File: config.mk
export PLATFORM = sky130hd
export DESIGN_NAME = planes_cpu_master
export DESIGN_NICKNAME = d
export VERILOG_FILES = /design/src/rtl/planes_cpu_master.sv
export SDC_FILE = /design/constraint.sdc
export NUM_CORES = 1
export LEC_CHECK = 0
export CAP_MARGIN = 0
export CELL_PAD_IN_SITES_DETAIL_PLACEMENT = 1
export CELL_PAD_IN_SITES_GLOBAL_PLACEMENT = 1
export CORE_MARGIN = 2
export CORE_UTILIZATION = 38
export CTS_BUF_LIST = sky130_fd_sc_hd__clkbuf_4
export DETAILED_ROUTE_END_ITERATION = 8
export PLACE_DENSITY = 0.91
export SYNTH_ARGS = -nofsm -noshare
export SYNTH_HDL_FRONTEND = slang
export SYNTH_SLANG_ARGS = --single-unit
File: constraint.sdc
create_clock -name clk_main -period 2.84 [get_ports clk_main]
set_input_delay 0.852 -clock clk_main [delete_from_list [all_inputs] [get_ports clk_main]]
set_output_delay 0.852 -clock clk_main [all_outputs]
set_load 0.05 [all_outputs]
File: src/rtl/planes_cpu_master.sv
// Initiator for the tile-plane CPU port: turns a req/ack word transaction into a
// 68000-style VRAMCS/PDS bus cycle and waits for the plane chips' VDTAC.
module planes_cpu_master #(
  parameter int SETUP_CYC = 2,
  parameter int HOLD_CYC  = 1,
  parameter int TIMEOUT   = 255
) (
  input  logic        clk_main,
  input  logic        nRES,
  input  logic        req,
  input  logic        req_rnw,
  input  logic        req_rom,
  input  logic [16:0] req_addr,
  input  logic        req_upper,
  input  logic [7:0]  req_wdata,
  output logic        ack,
  output logic        err,
  output logic [7:0]  rdata,
  output logic        busy,
  output logic        VRAMCS,
  output logic        PDS,
  output logic        NREAD,
  output logic        RMRD,
  output logic        m68k_addr_16,
  output logic [14:0] AB,
  output logic        nUDS,
  output logic [7:0]  DB_IN,
  input  logic        VDTAC,
  input  logic [7:0]  DB_OUT_k052109,
  input  logic [7:0]  DB_OUT_k051962
);

  typedef enum logic [2:0] {
    ST_IDLE    = 3'd0,
    ST_SETUP   = 3'd1,
    ST_WAIT    = 3'd2,
    ST_LATCH   = 3'd3,
    ST_RELEASE = 3'd4,
    ST_DONE    = 3'd5
  } state_t;

  localparam logic [15:0] SETUP_L   = 16'(SETUP_CYC);
  localparam logic [15:0] HOLD_L    = 16'(HOLD_CYC);
  localparam logic [15:0] TIMEOUT_L = 16'(TIMEOUT);

  state_t      state_r, state_nxt_s;
  logic [15:0] cnt_r, cnt_nxt_s;
  logic        vdtac_meta_r, vdtac_sync_r;
  logic        err_pending_r;
  logic        load_s, strobe_on_s, strobe_off_s, latch_s, timeout_s, done_s;

  // Word-address bit 15 has no pin on this port.
  logic unused_addr_s;
  assign unused_addr_s = req_addr[15];

  // Next-state, counter and per-edge action decode.
  always_comb begin
    state_nxt_s  = state_r;
    cnt_nxt_s    = cnt_r;
    load_s       = 1'b0;
    strobe_on_s  = 1'b0;
    strobe_off_s = 1'b0;
    latch_s      = 1'b0;
    timeout_s    = 1'b0;
    done_s       = 1'b0;
    case (state_r)
      ST_IDLE: begin
        if (req) begin
          load_s      = 1'b1;
          state_nxt_s = ST_SETUP;
          cnt_nxt_s   = 16'd0;
        end else begin
          state_nxt_s = ST_IDLE;
        end
      end
      ST_SETUP: begin
        if (cnt_r == SETUP_L - 16'd1) begin
          strobe_on_s = 1'b1;
          state_nxt_s = ST_WAIT;
          cnt_nxt_s   = 16'd0;
        end else begin
          cnt_nxt_s = cnt_r + 16'd1;
        end
      end
      ST_WAIT: begin
        // Acknowledge is tested first so it wins over a coincident timeout.
        if (!vdtac_sync_r) begin
          state_nxt_s = ST_LATCH;
          cnt_nxt_s   = 16'd0;
        end else if (cnt_r + 16'd1 == TIMEOUT_L) begin
          timeout_s    = 1'b1;
          strobe_off_s = 1'b1;
          state_nxt_s  = ST_RELEASE;
          cnt_nxt_s    = 16'd0;
        end else begin
          cnt_nxt_s = cnt_r + 16'd1;
        end
      end
      ST_LATCH: begin
        latch_s      = 1'b1;
        strobe_off_s = 1'b1;
        state_nxt_s  = ST_RELEASE;
        cnt_nxt_s    = 16'd0;
      end
      ST_RELEASE: begin
        if ((vdtac_sync_r || err_pending_r) && (cnt_r >= HOLD_L)) begin
          done_s      = 1'b1;
          state_nxt_s = ST_DONE;
        end else if (cnt_r < HOLD_L) begin
          cnt_nxt_s = cnt_r + 16'd1;
        end else begin
          cnt_nxt_s = cnt_r;
        end
      end
      ST_DONE: begin
        state_nxt_s = ST_IDLE;
        cnt_nxt_s   = 16'd0;
      end
      default: begin
        state_nxt_s = ST_IDLE;
        cnt_nxt_s   = 16'd0;
      end
    endcase
  end

  // State, synchronizer and registered bus outputs.
  always_ff @(posedge clk_main or negedge nRES) begin
    if (!nRES) begin
      state_r       <= ST_IDLE;
      cnt_r         <= 16'd0;
      vdtac_meta_r  <= 1'b1;
      vdtac_sync_r  <= 1'b1;
      err_pending_r <= 1'b0;
      ack           <= 1'b0;
      err           <= 1'b0;
      rdata         <= 8'd0;
      busy          <= 1'b0;
      VRAMCS        <= 1'b1;
      PDS           <= 1'b0;
      NREAD         <= 1'b1;
      RMRD          <= 1'b0;
      m68k_addr_16  <= 1'b0;
      AB            <= 15'd0;
      nUDS          <= 1'b1;
      DB_IN         <= 8'd0;
    end else begin
      state_r      <= state_nxt_s;
      cnt_r        <= cnt_nxt_s;
      vdtac_meta_r <= VDTAC;
      vdtac_sync_r <= vdtac_meta_r;
      ack          <= done_s;
      err          <= done_s ? err_pending_r : 1'b0;
      busy         <= (state_nxt_s != ST_IDLE);
      if (load_s) begin
        AB           <= req_addr[14:0];
        m68k_addr_16 <= req_addr[16];
        NREAD        <= req_rnw;
        RMRD         <= req_rom;
        nUDS         <= ~req_upper;
        if (!req_rnw) DB_IN <= req_wdata;
      end
      if (strobe_on_s) begin
        VRAMCS <= 1'b0;
        PDS    <= 1'b1;
      end
      if (strobe_off_s) begin
        VRAMCS <= 1'b1;
        PDS    <= 1'b0;
      end
      if (latch_s && NREAD) rdata <= RMRD ? DB_OUT_k051962 : DB_OUT_k052109;
      if (timeout_s) err_pending_r <= 1'b1;
      else if (state_r == ST_DONE) err_pending_r <= 1'b0;
      // Direction and lane return to idle one edge after the strobes.
      if (done_s) begin
        NREAD <= 1'b1;
        RMRD  <= 1'b0;
        nUDS  <= 1'b1;
      end
    end
  end

endmodule

==> results of run 1 <==
[kinds of logic (layout without fill, tap and decap cells)]
family                     Yosys count  after routing  synth area share (%)
AOI/OAI and AO/OA                   61             61                  12.5
and+or+nand+nor                    112            112                  19.1
muxes                               36             36                  12.3
adders and majority gates            4              4                  1.58
DFF                                 62             62                  49.2
xor gates and xnor gates             6              6                  1.66
other                                0              1                     0
buffers and inverters               24            121                  3.60
[metrics by stage]
stage	utilization [%]	TNS (ns)	setup WS (ns)	hold WS [ns]	instance area, sq um
3_3_place_gp	51.1	0	0.177	0.346	4160
6_report	53.2	0	0.121	0.370	4320
4_1_cts	53.1	0	0.107	0.372	4320
2_1_floorplan	-	0	0.575	0.345	3160
5_1_grt	53.2	-0.0128	-0.0122	0.375	4320
3_5_place_dp	51.1	-0.0509	-0.0509	0.353	4160
[critical path, delay by kind of cell (launching register included)]
family | cells | cell delay (ns)
simple gates | 4 | 0.99
compound gates | 3 | 0.54
buf+inv | 2 | 0.35
flops | 1 | 0.47
fa+ha+maj | 1 | 0.24
[synth_stat cells (all sizes together) (2+ instances only)]
master / instances
ha: 4
dfstp: 5
mux2i: 12
nor3b: 3
nor2b: 5
and3: 5
nor4: 6
nor3: 9
o31ai: 3
buf: 9
a22o: 4
o22ai: 3
inv: 6
xnor2: 5
mux2: 24
or2: 6
nand4: 7
clkbuf: 9
a21o: 2
dfrtp: 57
or3: 6
nand2: 33
nor2: 20
and2: 2
a21oi: 8
o21ai: 31
nand3: 6
[power breakdown]
group	internal [uW]	leakage, uW	total, uW	switching (uW)
clock network	269	0.0000704	645	376
registers	885	0.000750	887	1.73
logic	59.5	0.00101	89.7	30.2
[registers in the layout (all words and copies together), names as in the netlist]
register	cells
rdata	8
state_r	3
ack	1
vdtac_sync_r	1
nUDS	1
err	1
err_pending_r	1
VRAMCS	1
vdtac_meta_r	1
NREAD	1
cnt_r	16
AB	15
RMRD	1
busy	1
DB_IN	8
m68k_addr_16	1
PDS	1
[final timing paths]
kind	startpoint	to	cells after the start
worst min register to register	vdtac_meta_r$_DFF_PN1_	vdtac_sync_r$_DFF_PN1_	0
worst min-delay path	vdtac_meta_r$_DFF_PN1_	vdtac_sync_r$_DFF_PN1_	0
worst max register to register	cnt_r[1]$_DFFE_PN0P_	cnt_r[3]$_DFFE_PN0P_	10
max in group asynchronous	nRES	nUDS$_DFFE_PN1P_	2
min in group asynchronous	nRES	DB_IN[1]$_DFFE_PN0P_	1
worst max-delay path	cnt_r[1]$_DFFE_PN0P_	cnt_r[3]$_DFFE_PN0P_	10
[cell type report]
cell class	count	share of cell area, %
inverter	6	0.521
sequential	62	36.0
clock inverter	7	1.65
tap	105	3.04
antenna	1	0.0579
multi-input combinational	219	34.5
clock buffer	9	1.56
timing repair buffer	99	22.6
[routing by layer]
layer,vias up,share of wire [%]
met3,27,4.3
li1,1277,-
met4,0,3.1
met1,1444,39
met5,-,0
met2,98,54
==> impl_metrics.json, run 1 <==
{
  "cp-end-kind": "flop",
  "ys_types": 55,
  "gp_congestion": 0.864,
  "clockBufferDepth": 2,
  "synth_top_flop_cell": "dfrtp_1",
  "p_per_area_mw_per_mm2": 375,
  "grt_use_total_pct": 23.7,
  "regArea_sq_mm": 0.00156,
  "drt_wl_total_um": 10300,
  "drtPass1Iterations": 4,
  "holdCritPathClass": "flop to flop",
  "grtUsageMet2_pct": 42.3,
  "clkSinkCount": 62,
  "dp_cells": 489,
  "cpMostUsedCell": "or2_2",
  "ios": 88,
  "yosysWarnings": 0,
  "clk_latency_ns": 0.44,
  "die_w_um": 95.3,
  "die_h_um": 95.3,
  "fin_cells": 508,
  "mostFrequentLayoutCell": "clkdlybuf4s50_1",
  "dieArea_sq_mm": 0.00907,
  "max_stage_delay_ns": 0.47,
  "ant_nets": 0,
  "r2r_slack_ns": 0.12,
  "cts_tree": "done",
  "slowest_stage": "dfrtp_1",
  "cts.clk_slew.worst_paths_ns": 0.11,
  "max_freq_ghz": 0.368,
  "fin_nets": 449,
  "hold_viol": 0,
  "grt_pass1_vias": 3090,
  "initial_utilization_pct": 38.9,
  "wl_per_cell_um": 20.3,
  "cp_cell_sequence": "inv_1, ha_1, nor3b_1, nand4_1, a21o_1, or2_2, o31ai_4, buf_12, or2_2, o221ai_1",
  "slew_violations": 0,
  "cap_violations": 0,
  "cts_buffers": 9,
  "grt_max_degree": 39,
  "h-tree-depth": 3,
  "vias": 2846,
  "cp-start-kind": "flop",
  "ctsResizeCount": 0,
  "area_growth_pct": 36.7,
  "fin_skew_ns": 0.0235,
  "synthArstFlopShare_pct": 100,
  "path_class": "flop to flop",
  "path_max_fanout": 10,
  "grt_busiest_layer": "met2",
  "gr-usage-met1_pct": 27.3,
  "tightest_slew_ns": 0.627,
  "layout-drive-gt1-share_pct": 17.9,
  "finalCriticalPeriod_ns": 2.72,
  "cts_setup_buffers": 2,
  "worstPathArrival_ns": 3.03,
  "core_sq_mm": 0.00813,
  "drc": 0,
  "yosysTopAreaCellShare_pct": 45.1,
  "setup_viol": 0,
  "avgSynthCellArea_sq_um": 10.4,
  "multi_input_area_sq_mm": 0.00149,
  "syn_inst": 305,
  "row_count": 33,
  "yosys-top-cells-area": "dfrtp_1 45%, mux2_2 8.5%, o21ai_0 4.6%",
  "slew_headroom_pct": 58.2,
  "p_leak_uw": 0.00183,
  "period_share_pct": 95.8,
  "drtIter0Drc": 210,
  "io_buffers": 86,
  "syn_area_sq_mm": 0.00316,
  "ir_drop_mv": 0.265,
  "synth-seq-area-share_pct": 49.2,
  "root_buffer": "clkbuf_4",
  "synth_edf_count": 0,
  "final_cell_mix": "85 x clkdlybuf4s50_1, 57 x dfrtp_1, 32 x nand2_1, 29 x o21ai_0, 24 x mux2_2",
  "fillers": 891,
  "synth.net_count": 357,
  "outcome": "completed",
  "dp_hpwl_um": 7020,
  "synth_seq_cells": 62,
  "yosysTopAreaCell": "dfrtp_1",
  "grt_pass1_wl_um": 16200,
  "cts-hold-fix-buffers": 0,
  "gr-total-overflow": 0,
  "power.total_uw": 1620,
  "vias_per_cell": 5.60,
  "grtUsageMet3_pct": 3.72,
  "antenna_found_initial": 1,
  "critical_path_required_ns": 3.15
}
(Power assumes the default switching activity.)
==> inputs of run 2 (changes only) <==
CORE_UTILIZATION = 50   (was 38)
DONT_BUFFER_PORTS = 1   (was default)
PLACE_DENSITY = 0.9   (was 0.91)
==> run 2 against run 1 <==
Against the previous run: clock power decreased by 14%; sequential power barely moved; worst hold slack worse by 0.27 ns; maximum frequency is 3.1% higher; utilization increased by 3.1 points; via count down 14%; die area fell by 23%; highest routed layer unchanged; critical path depth fell by 2; count of clock-buffer cells in the layout stayed put; largest cell class unchanged.
==> impl_metrics.json, run 2 (synthesized netlist as in run 1, its figures left out) <==
{
  "grt_pass1_vias": 2749,
  "core_sq_mm": 0.00603,
  "hold_slack_ns": 0.100,
  "drtIter0Drc": 101,
  "gr-total-overflow": 0,
  "dp_hpwl_um": 6290,
  "vias": 2440,
  "cap_violations": 0,
  "clockBufferDepth": 2,
  "mostFrequentLayoutCell": "dfrtp_1",
  "rsz0062_at_grt": "no",
  "slew_violations": 0,
  "hold_viol": 0,
  "cts.clk_slew.worst_paths_ns": 0.13,
  "fin_area_sq_mm": 0.00339,
  "root_buffer": "clkbuf_4",
  "largest_reg_flops": 16,
  "fin_nets": 362,
  "cts_buffers": 9,
  "antenna_found_initial": 0,
  "grt_pass1_wl_um": 13900,
  "die_w_um": 83.6,
  "drc": 0,
  "fin_setup_tns_ns": 0,
  "io_buffers": 0,
  "regMostFlops": "cnt_r",
  "row_count": 28,
  "slew_headroom_pct": 49.6,
  "layout-drive-gt1-share_pct": 23.5,
  "cp-start-kind": "flop",
  "max_freq_ghz": 0.379,
  "drt_wl_total_um": 8620,
  "area_growth_pct": 7.16,
  "dp_worst_setup_slack_ns": 0.0880,
  "tightest_slew_ns": 0.754,
  "critical_path_required_ns": 3.15,
  "dieArea_sq_mm": 0.00698,
  "path_class": "flop to flop",
  "placed_cell_area_sq_mm": 0.00326,
  "worstPathArrival_ns": 2.95,
  "gp_congestion": 0.781,
  "setup_viol": 0,
  "cp-end-kind": "flop",
  "worst_slack_ns": 0.202,
  "vias_per_cell": 6.26,
  "ant_nets": 0,
  "wl_per_cell_um": 22.1,
  "outcome": "completed",
  "cts-hold-fix-buffers": 0,
  "cts_tree": "done",
  "top_regs": "cnt_r: 16 flops, AB: 15 flops",
  "fin_cells": 390,
  "clk_latency_ns": 0.43,
  "clkSinkCount": 62,
  "ios": 88,
  "fin_skew_ns": 0.0193,
  "p_leak_uw": 0.00148,
  "holdCritPathClass": "input pin to async pin",
  "final_cell_mix": "56 x dfrtp_1, 32 x nand2_1, 29 x o21ai_0, 24 x mux2_2, 19 x nor2_1",
  "grt_max_degree": 63,
  "drtPass1Iterations": 4,
  "h-tree-depth": 3,
  "p_per_area_mw_per_mm2": 427,
  "path_max_fanout": 9,
  "ir_drop_mv": 0.398,
  "initial_utilization_pct": 52.5,
  "period_share_pct": 92.9,
  "diodes": 0,
  "die_h_um": 83.6,
  "dp_cells": 374,
  "grt_use_total_pct": 25.7,
  "finalCriticalPeriod_ns": 2.64
}
-- run 2: cell types whose count changed in the layout (fill, tap and decap cells not counted), sizes merged --
| cell | delta |
|---|---|
| clkdlybuf4s50 | -85 |
| clkinvlp | +1 |
| buf | -2 |
| bufinv | -1 |
| diode | -1 |
-- run 2: worst max-delay path, stage by stage, from the launching register on --
cell and delay [ns]:
dfrtp_1 0.54, nand4_2 0.25, nor4_2 0.41, nor3_1 0.12, o22ai_2 0.29, o31ai_4 0.11, buf_4 0.18, or2_2 0.36
o32ai_1 0.26
-- run 2: worst paths after layout --
kind,startpoint,endpoint,slack (ns),cells past startpoint
setup reg to reg,cnt_r[6]$_DFFE_PN0P_,cnt_r[6]$_DFFE_PN0P_,0.20,8
hold reg to reg,vdtac_meta_r$_DFF_PN1_,vdtac_sync_r$_DFF_PN1_,0.37,0
hold / removal,nRES,cnt_r[1]$_DFFE_PN0P_,0.10,0
max in group asynchronous,nRES,VRAMCS$_DFFE_PN1P_,2.52,0
min in group clk_main,vdtac_meta_r$_DFF_PN1_,vdtac_sync_r$_DFF_PN1_,0.37,0
setup / recovery,cnt_r[6]$_DFFE_PN0P_,cnt_r[6]$_DFFE_PN0P_,0.20,8
-- run 2: per-layer routing --
layer | part of all wire, % | GRT usage, % | vias up
met5 | 0 | 0 | -
met4 | 2.7 | 11.4 | 0
met3 | 5.8 | 8.61 | 21
met2 | 54 | 45.5 | 74
met1 | 38 | 27.8 | 1247
li1 | - | - | 1098
-- run 2: power by group --
group	internal [uW]	switching (uW)	leakage, uW	total, uW
Clock	187	368	0.0000591	555
Combinational	2.95	1.96	0.000671	4.91
Sequential	885	1.25	0.000749	887
-- run 2: metrics by stage --
step	util [%]	total power [uW]
after global routing	56.3	1500
after CTS	56.1	1460
final	56.3	1450
after floorplan	-	907
after global placement	54.0	908
after detailed placement	54.0	909
-- run 2: area by class of cell --
class | instances | area [sq um]
flip-flops and latches | 62 | 1560
fillers | 681 | 2640
multi-input cells | 219 | 1500
repair buffers | 12 | 90.1
clock buffers | 9 | 67.6
inverters | 6 | 22.5
well taps | 75 | 93.8
clock inverters | 7 | 57.6
-- run 2: repair_timing --
action,4_1_cts,5_1_grt
endpoints found under the setup margin,0,4
gates resized for setup,0,3
setup buffers,0,0
==> inputs of run 3 (changes only) <==
HOLD_SLACK_MARGIN = 0.1   (was default)
==> run 3 against run 2 <==
Against the previous run: first-iteration DRC count fell by 8.9%; worst setup slack improved by 0.0010 ns; sequential power barely moved; critical path depth did not move; clock power rose by 1%; cell count rose by 1.3%; design area rose by 1.8%; die area did not move; register-to-register slack barely moved; critical path type unchanged; critical endpoint unchanged.
==> impl_metrics.json, run 3 (synthesized netlist as in run 1, its figures left out) <==
{
  "gr-usage-met1_pct": 29.9,
  "finalCriticalPeriod_ns": 2.64,
  "internal_power_uw": 1080,
  "dp_cells": 374,
  "fin_setup_tns_ns": 0,
  "cts_tree": "done",
  "cts.clk_slew.worst_paths_ns": 0.13,
  "die_h_um": 83.6,
  "path_max_fanout": 9,
  "root_buffer": "clkbuf_4",
  "path_class": "flop to flop",
  "drtPass1Iterations": 4,
  "regMostFlops": "cnt_r",
  "worstPathArrival_ns": 2.95,
  "p_leak_uw": 0.00151,
  "mostFrequentLayoutCell": "dfrtp_1",
  "fin_cells": 395,
  "dp_hpwl_um": 6290,
  "period_share_pct": 92.8,
  "fin_nets": 367,
  "top_regs": "cnt_r: 16 flops, AB: 15 flops",
  "grt_use_total_pct": 27.0,
  "hold_viol": 0,
  "gr-total-overflow": 0,
  "holdCritPathClass": "input pin to async pin",
  "outcome": "completed",
  "tightest_slew_ns": 0.750,
  "cp-start-kind": "flop",
  "ant_nets": 0,
  "largest_reg_flops": 16,
  "drt_wl_total_um": 9090,
  "h-tree-depth": 3,
  "vias": 2500,
  "gp_congestion": 0.781,
  "fillers": 677,
  "cts_buffers": 9,
  "cp_cell_sequence": "nand4_2, nor4_2, nor3_1, o22ai_2, o31ai_4, buf_4, or2_2, o32ai_1",
  "wl_per_cell_um": 23.0,
  "r2r_cells": 8,
  "max_freq_ghz": 0.379,
  "p_per_area_mw_per_mm2": 428,
  "slowest_stage": "dfrtp_1",
  "clkSinkCount": 62,
  "final_cell_mix": "56 x dfrtp_1, 32 x nand2_1, 29 x o21ai_0, 24 x mux2_2, 19 x nor2_1",
  "slew_violations": 0,
  "clockPowerShare_pct": 38.0,
  "cp-end-kind": "flop",
  "grt_pass1_wl_um": 14400,
  "p_seq_share_pct": 60.0,
  "grt_pass1_vias": 2778,
  "grtUsageMet3_pct": 8.51,
  "io_buffers": 0,
  "drc": 0,
  "combPwrFrac_pct": 2.0,
  "clockBufferDepth": 2,
  "layout-drive-gt1-share_pct": 23.4,
  "grt_busiest_layer": "met2",
  "grt_max_degree": 41,
  "diodes": 0,
  "cap_violations": 0,
  "antenna_found_initial": 0,
  "vias_per_cell": 6.33,
  "rsz0062_at_grt": "no",
  "slew_headroom_pct": 49.9,
  "clk_latency_ns": 0.43,
  "switching_share_pct": 26.7,
  "max_stage_delay_ns": 0.54,
  "ir_drop_mv": 0.396,
  "die_w_um": 83.6,
  "ios": 88,
  "dieArea_sq_mm": 0.00698,
  "critical_path_required_ns": 3.16,
  "area_growth_pct": 9.05,
  "row_count": 28,
  "setup_viol": 0,
  "grtUsageMet2_pct": 47.9,
  "fin_skew_ns": 0.0180,
  "drtIter0Drc": 92,
  "p_switching_uw": 395,
  "initial_utilization_pct": 52.5,
  "core_sq_mm": 0.00603
}
==> run 3: changes by cell type in the layout (fill, tap and decap cells not counted), sizes merged <==
cell,before,now
dlygate4sd3,0,4
buf,12,13
==> run 3: area by class of cell <==
class	instances	area (sq um)	share of cell area, %
sequential	62	1560	45.2
multi-input combinational	219	1500	43.5
timing repair buffer	17	150	4.35
tap	75	93.8	2.72
clock buffer	9	67.6	1.96
clock inverter	7	57.6	1.67
inverter	6	22.5	0.653
==> run 3: repair_timing <==
action | 4_1_cts | 5_1_grt
resized for setup | 0 | 3
hold buffers | 4 | 1
buffers inserted | 0 | 0
endpoints found under the setup margin | 0 | 4
hold endpoints to repair | 40 | 5
==> run 3: worst paths after layout <==
check / end / slack, ns / startpoint
max: cnt_r[6]$_DFFE_PN0P_ / 0.20 / cnt_r[6]$_DFFE_PN0P_
min: cnt_r[1]$_DFFE_PN0P_ / 0.24 / nRES
min reg2reg: vdtac_sync_r$_DFF_PN1_ / 0.37 / vdtac_meta_r$_DFF_PN1_
max in group asynchronous: rdata[6]$_DFFE_PN0P_ / 1.76 / nRES
min in group clk_main: vdtac_sync_r$_DFF_PN1_ / 0.37 / vdtac_meta_r$_DFF_PN1_
max reg2reg: cnt_r[6]$_DFFE_PN0P_ / 0.20 / cnt_r[6]$_DFFE_PN0P_
==> run 3: critical path: cells and delay by family (launching register included) <==
| kind | cells | cell delay, ns |
|---|---|---|
| AO/OA/AOI/OAI | 3 | 0.66 |
| flip-flops | 1 | 0.54 |
| buffers and inverters | 1 | 0.18 |
| AND/OR/NAND/NOR | 4 | 1.14 |
==> run 3: power by group through the flow <==
stage / Combinational [uW] / Clock, uW / Sequential [uW]
final: 29.7 / 561 / 887
after global routing: 34.1 / 606 / 887
after CTS: 28.3 / 566 / 887
after detailed placement: 5.08 / 0 / 904
after global placement: 4.40 / 0 / 903
after floorplan: 3.98 / 0 / 903
==> run 3: stage by stage <==
stage / instance area, sq um / power (uW) / util [%] / setup slack, ns / hold WS, ns
finish: 3450 / 1480 / 57.3 / 0.203 / 0.236
global route: 3450 / 1530 / 57.3 / 0.0283 / 0.208
CTS: 3430 / 1480 / 57.0 / 0.0684 / 0.104
detailed placement: 3260 / 909 / 54.0 / 0.0880 / 0.354
global placement: 3260 / 908 / 54.0 / 0.308 / 0.347
floorplan: 3160 / 907 / - / 0.575 / 0.345
==> run 3: routing by layer <==
layer,part of all wire (%),vias up
met5,0,-
met4,2.7,0
met3,6.1,24
met2,54,92
met1,37,1271
li1,-,1113
